**config.mk**
```make
export PLATFORM = sky130hd
export DESIGN_NAME = mxv_stream_engine
export DESIGN_NICKNAME = d
export VERILOG_FILES = /design/src/rtl/mxv_stream_engine.sv
export SDC_FILE = /design/constraint.sdc
export NUM_CORES = 1
export LEC_CHECK = 0
export BUFFER_PORTS_ARGS = -buffer_cell sky130_fd_sc_hd__buf_2
export CAP_MARGIN = 10
export CORE_MARGIN = 5
export CORE_UTILIZATION = 36
export CTS_CLUSTER_SIZE = 8
export DETAILED_ROUTE_END_ITERATION = 8
export GPL_TIMING_DRIVEN = 0
export PLACE_DENSITY = 0.63
export SLEW_MARGIN = 20
export SYNTH_ARGS = -nofsm -noshare
export SYNTH_HDL_FRONTEND = slang
export SYNTH_SLANG_ARGS = --single-unit
export TNS_END_PERCENT = 10
```
**constraint.sdc**
```tcl
create_clock -name clk -period 4.1 [get_ports clk]
set_clock_uncertainty 0.1 [all_clocks]
set_input_delay 0 -clock clk [delete_from_list [all_inputs] [get_ports clk]]
set_output_delay 0 -clock clk [all_outputs]
set_load 0.05 [all_outputs]
```
**src/rtl/mxv_stream_engine.sv**
```systemverilog
// mxv_stream_engine: N x N matrix-vector engine with streamed operands and FIFO-buffered row sums.
// Define MXV_SIGNED_EN for two's-complement operands; the default build is unsigned.
module mxv_stream_engine #(
    parameter int N = 4,
    parameter int DW = 4,
    parameter int OUT_DEPTH = 4,
    localparam int RW = 2*DW+$clog2(N)
) (
    input  logic          clk,
    input  logic          rst,
    input  logic          i_start,
    output logic          o_busy,
    output logic          o_done,
    input  logic          i_vec_valid,
    input  logic [DW-1:0] i_vec_data,
    output logic          o_vec_ready,
    input  logic          i_mat_valid,
    input  logic [DW-1:0] i_mat_data,
    output logic          o_mat_ready,
    output logic          o_res_valid,
    output logic [RW-1:0] o_res_data,
    input  logic          i_res_ready
);
    localparam int CW = $clog2(N);
    localparam int AW = $clog2(OUT_DEPTH);
    typedef enum logic [1:0] {IDLE, LOAD_VEC, ROWS, DONE} state_t;
    state_t state;
    logic [DW-1:0] vec [N];
    logic [CW-1:0] col, row;
    logic [RW-1:0] acc, m_x, v_x, sum;
    logic [RW-1:0] mem [OUT_DEPTH];
    logic [AW-1:0] wr_ptr, rd_ptr;
    logic [AW:0] count;
    logic last_col, last_row, vec_hs, mat_hs, push, pop;

    assign last_col = col == CW'(N-1);
    assign last_row = row == CW'(N-1);
    assign o_vec_ready = state == LOAD_VEC;
    // Stall only the row-closing element when the FIFO has no room for its sum
    assign o_mat_ready = state == ROWS && !(last_col && count == (AW+1)'(OUT_DEPTH));
    assign vec_hs = i_vec_valid && o_vec_ready;
    assign mat_hs = i_mat_valid && o_mat_ready;
    assign push = mat_hs && last_col;
    assign o_res_valid = count != '0;
    assign pop = o_res_valid && i_res_ready;
    assign o_res_data = mem[rd_ptr];
`ifdef MXV_SIGNED_EN
    assign m_x = {{(RW-DW){i_mat_data[DW-1]}}, i_mat_data};
    assign v_x = {{(RW-DW){vec[col][DW-1]}}, vec[col]};
`else
    assign m_x = {{(RW-DW){1'b0}}, i_mat_data};
    assign v_x = {{(RW-DW){1'b0}}, vec[col]};
`endif
    assign sum = (col == '0 ? '0 : acc) + m_x * v_x;

    always_ff @(posedge clk or negedge rst) begin
        if (!rst) begin
            state <= IDLE;
            o_busy <= 1'b0;
            o_done <= 1'b0;
            col <= '0;
            row <= '0;
            acc <= '0;
            for (int k = 0; k < N; k++) vec[k] <= '0;
        end else begin
            o_done <= 1'b0;
            case (state)
                IDLE: if (i_start) begin
                    state <= LOAD_VEC;
                    o_busy <= 1'b1;
                end
                LOAD_VEC: if (vec_hs) begin
                    vec[col] <= i_vec_data;
                    col <= last_col ? '0 : col + 1'b1;
                    if (last_col) state <= ROWS;
                end
                ROWS: if (mat_hs) begin
                    acc <= last_col ? '0 : sum;
                    col <= last_col ? '0 : col + 1'b1;
                    if (last_col) row <= last_row ? '0 : row + 1'b1;
                    if (last_col && last_row) begin
                        state <= DONE;
                        o_done <= 1'b1;
                    end
                end
                DONE: begin
                    state <= IDLE;
                    o_busy <= 1'b0;
                end
                default: state <= IDLE;
            endcase
        end
    end

    always_ff @(posedge clk or negedge rst) begin
        if (!rst) begin
            wr_ptr <= '0;
            rd_ptr <= '0;
            count <= '0;
            for (int k = 0; k < OUT_DEPTH; k++) mem[k] <= '0;
        end else begin
            if (push) begin
                mem[wr_ptr] <= sum;
                wr_ptr <= wr_ptr + 1'b1;
            end
            if (pop) rd_ptr <= rd_ptr + 1'b1;
            count <= count + (AW+1)'(push) - (AW+1)'(pop);
        end
    end
endmodule
```
==> load_flow_metrics.sql <==
INSERT INTO impl_metrics (metric_group, metric, value, unit) VALUES
('sta', 'setup_violations', '0', ''),
('synthesis', 'ys.warnings.count', '0', ''),
('synthesis', 'post_synth_most_frequent_cells', '81 x sky130_fd_sc_hd__dfrtp_1, 33 x sky130_fd_sc_hd__ha_1, 29 x sky130_fd_sc_hd__mux2_2', ''),
('critical_path', 'path_class', 'register to register', ''),
('synthesis', 'synth_flop_cell', 'sky130_fd_sc_hd__dfrtp_1', ''),
('grt', 'grt_overflow_total', '0', ''),
('floorplan', 'io-pin-count', '29', ''),
('drt', 'drt_first_iter_violations', '176', ''),
('cts', 'clock_sinks', '81', ''),
('grt', 'grt_start_max_net_pins', '45', ''),
('cts', 'clock_insertion_delay_worst_skew', '0.35', 'ns'),
('layout', 'antenna_cells', '0', ''),
('layout', 'drive_above_1_share', '34.39', '%'),
('critical_path', 'crit_path_max_fanout', '8', ''),
('critical_path', 'cp_cell_sequence', 'buf_6 -> mux4_2 -> nand2_2 -> fa_1 -> fa_2 -> fa_1 -> inv_2 -> ha_4 -> a211oi_4 -> o211ai_1 -> a21o_1 -> a31oi_1', ''),
('critical_path', 'critical_path_required', '4.26', 'ns'),
('grt', 'initial_antenna_violation_count', '0', ''),
('placed_design', 'dp_hpwl', '6920', 'um'),
('synthesis', 'seq_area_frac_synth', '42.67', '%'),
('synthesis', 'mapped_nets', '443', ''),
('critical_path', 'critical_path.startpoint', 'col[0]', ''),
('sta', 'timing.fmax', '245.6', 'MHz'),
('sta', 'final.setup.tns', '0', 'ns'),
('critical_path', 'crit_path_max_incr_delay', '0.57', 'ns'),
('grt', 'grt_pass1_vias', '3326', ''),
('drt', 'drt_pre_antenna_iters', '4', ''),
('floorplan', 'placementRows', '42', ''),
('layout', 'nNetsFinal', '494', ''),
('synthesis', 'post_synth_inst_count', '386', ''),
('critical_path', 'worst-path-buf-inv', '2', ''),
('cts', 'root_buffer', 'sky130_fd_sc_hd__clkbuf_16', ''),
('sta', 'whs', '0.01342', 'ns'),
('drt', 'route.detailed.drc', '0', ''),
('layout', 'areaGrowthSynthToFinish', '19.99', '%'),
('synthesis', 'async_flop_share', '100.0', '%'),
('synthesis', 'synth-seq-cells', '81', ''),
('critical_path', 'timing.critical_path.to_type', 'register', ''),
('placed_design', 'gp_congestion', '0.7845', ''),
('drt', 'ant_nets', '0', ''),
('sta', 'hold_fails_final_rpt', '0', ''),
('critical_path', 'timing.critical_path.max_delay_family', 'adder cells', ''),
('grt', 'grt_first_pass_wirelength', '16750', 'um'),
('synthesis', 'synth.distinct_cells', '46', ''),
('critical_path', 'worst_ep_arrival_time', '4.23', 'ns'),
('synthesis', 'top_cell_type_by_total_area_after_synthesis', 'sky130_fd_sc_hd__dfrtp_1', ''),
('floorplan', 'design.die.area', '0.01559', 'mm^2'),
('cts', 'worst_setup_hold_path_clk_slew', '0.06', 'ns'),
('synthesis', 'number_of_flops_mapped_to_enable_cells_by_yosys', '0', ''),
('worst_hold_path', 'holdCritPathClass', 'input port to register', ''),
('cts', 'tritoncts', 'built', ''),
('synthesis', 'synthTopCellsByArea', 'sky130_fd_sc_hd__dfrtp_1 43%, sky130_fd_sc_hd__ha_1 8.7%, sky130_fd_sc_hd__mux2_2 6.9%', ''),
('critical_path', 'crit-reg2reg-launch', 'col[0]', ''),
('sta', 'post-route-min-period', '4.072', 'ns'),
('worst_hold_path', 'min_from', 'i_mat_valid', ''),
('synthesis', 'yosys.area.top_type_share', '42.67', '%'),
('run_status', 'run_status', 'finished clean', ''),
('run', 'max-cap-violations', '0', ''),
('floorplan', 'coreArea', '0.01309', 'mm^2'),
('critical_path', 'critical_path.startpoint_type', 'register', ''),
('sta', 'worst-slew-pin-transition', '0.7432', 'ns'),
('floorplan', 'start_util', '36.31', '%'),
('drt', 'via_count', '3044', ''),
('floorplan', 'die_height', '124.9', 'um'),
('drt', 'avgRoutedWirePerCell', '15.93', 'um'),
('placed_design', 'port-buffer-count', '28', ''),
('sta', 'fin_max_slew_vios', '0', ''),
('sta', 'rsz0062_at_grt', 'yes', ''),
('synthesis', 'yosysMostFrequentCell', 'sky130_fd_sc_hd__dfrtp_1', ''),
('floorplan', 'die_x', '124.9', 'um'),
('critical_path', 'critical-path-slowest-cell', 'sky130_fd_sc_hd__mux4_2', ''),
('cts', 'cts_buffers', '9', ''),
('critical_path', 'worst_path_most_repeated_cell', 'sky130_fd_sc_hd__fa_1', ''),
('sta', 'final_min_period_over_clock_period', '99.33', '%'),
('drt', 'drt-total-wl', '9846', 'um'),
('cts', 'total_number_of_h_tree_levels', '3', ''),
('drt', 'drt-vias-per-instance', '4.926', ''),
('cts', 'clockBufferDepth', '2', ''),
('synthesis', 'synth_area_per_cell', '12.31', 'um^2'),
('grt', 'gr-usage-all-layers', '13.29', '%'),
('synthesis', 'synthesis.area', '0.004751', 'mm^2'),
('sta', 'timing.slew.headroom', '50.45', '%');
==> through the flow <==
| stage | cells | setup WS (ns) | utilization (%) | cell area, um^2 |
|---|---|---|---|---|
| 2_1_floorplan | 386 | 0.01495 | - | 4753 |
| 3_3_place_gp | 590 | -0.2960 | 39.08 | 5114 |
| 3_5_place_dp | 591 | -0.3618 | 39.25 | 5136 |
| 4_1_cts | 617 | -0.003618 | 42.92 | 5617 |
| 5_1_grt | 618 | -0.1344 | 43.56 | 5700 |
| 6_report | 618 | 0.02763 | 43.56 | 5700 |
==> kinds of logic (layout without fill, tap and decap cells) <==
family / after synthesis / after routing / share of synthesized area [%]
AO/OA/AOI/OAI: 55 / 55 / 8.006
XOR/XNOR: 9 / 9 / 1.659
adder cells (fa/ha/maj): 43 / 43 / 12.90
buffers and inverters: 43 / 99 / 4.556
flip-flops: 81 / 81 / 42.67
multiplexers: 62 / 62 / 19.44
AND/OR/NAND/NOR: 93 / 93 / 10.77
==> placed cells by master, fill, tap and decap left out, types with 3 or more instances in the layout <==
cell type / n
sky130_fd_sc_hd__dfrtp_1: 81
sky130_fd_sc_hd__buf_2: 31
sky130_fd_sc_hd__ha_1: 30
sky130_fd_sc_hd__mux2_2: 29
sky130_fd_sc_hd__inv_1: 25
sky130_fd_sc_hd__nand2_1: 23
sky130_fd_sc_hd__mux2_4: 18
sky130_fd_sc_hd__mux4_2: 14
sky130_fd_sc_hd__o21ai_0: 12
sky130_fd_sc_hd__nor2_1: 12
sky130_fd_sc_hd__and2_1: 11
sky130_fd_sc_hd__nand3_1: 11
sky130_fd_sc_hd__nand2b_1: 9
sky130_fd_sc_hd__clkbuf_16: 9
sky130_fd_sc_hd__nor2b_1: 8
sky130_fd_sc_hd__fa_1: 8
sky130_fd_sc_hd__buf_6: 7
sky130_fd_sc_hd__dlygate4sd3_1: 7
sky130_fd_sc_hd__xnor2_1: 6
sky130_fd_sc_hd__buf_4: 6
sky130_fd_sc_hd__clkbuf_1: 5
sky130_fd_sc_hd__a21oi_1: 5
sky130_fd_sc_hd__and3_4: 5
sky130_fd_sc_hd__a21o_1: 4
sky130_fd_sc_hd__o211ai_1: 4
sky130_fd_sc_hd__o31ai_1: 4
sky130_fd_sc_hd__a22o_1: 4
sky130_fd_sc_hd__a21oi_2: 3
sky130_fd_sc_hd__a31oi_1: 3
==> flip-flops by register name (all words and copies together), names as in the netlist <==
name and count:
rd_ptr 2, mem 40, o_done 1, wr_ptr 2, o_busy 1, vec 16
row 2, acc 10, state 2, count 3, col 2
==> worst reg2reg max path, delay by kind of cell (launching register included) <==
family                   cells  cell delay, ns
AO/OA/AOI/OAI                4            0.95
flip-flops                   1            0.37
multiplexers                 1            0.57
adder cells (fa/ha/maj)      4            1.66
buffers and inverters        2            0.23
AND/OR/NAND/NOR              1            0.11
==> final cells by class <==
cell class | count | area [um^2]
inverters | 26 | 97.59
clock buffers | 9 | 225.2
clock inverters | 7 | 101.3
well taps | 176 | 220.2
repair buffers | 40 | 262.8
flip-flops and latches | 81 | 2027
plain buffers | 17 | 125.1
fillers | 1186 | 7385
multi-input cells | 262 | 2641
==> repair_timing <==
action	CTS	global route
gates resized for setup	13	16
setup endpoints to repair	29	25
gates cloned	0	0
hold endpoints to repair	61	0
setup buffers	3	1
hold buffers	7	0
pin swaps	2	15
==> metal layers <==
| layer | track usage (%) | wire (um) | vias up |
|---|---|---|---|
| met4 | 3.444 | 42 | 0 |
| met2 | 21.37 | 4785 | 39 |
| met1 | 17.70 | 4698 | 1532 |
| met5 | 0 | 0 | - |
| li1 | - | - | 1468 |
| met3 | 3.859 | 320 | 5 |
==> final timing paths <==
kind	to	slack (ns)	cells past startpoint
worst max-delay path	mem[39]	0.03	12
worst min-delay path	acc[8]	0.01	4
worst max register to register	mem[39]	0.03	12
worst min register to register	acc[1]	0.37	2
max in group asynchronous	vec[2]	3.17	3
min in group asynchronous	mem[37]	0.10	2
Power is left out: the tool's default activity adds up to more than one toggle a clock period on the data nets, which glitch-free logic cannot reach.
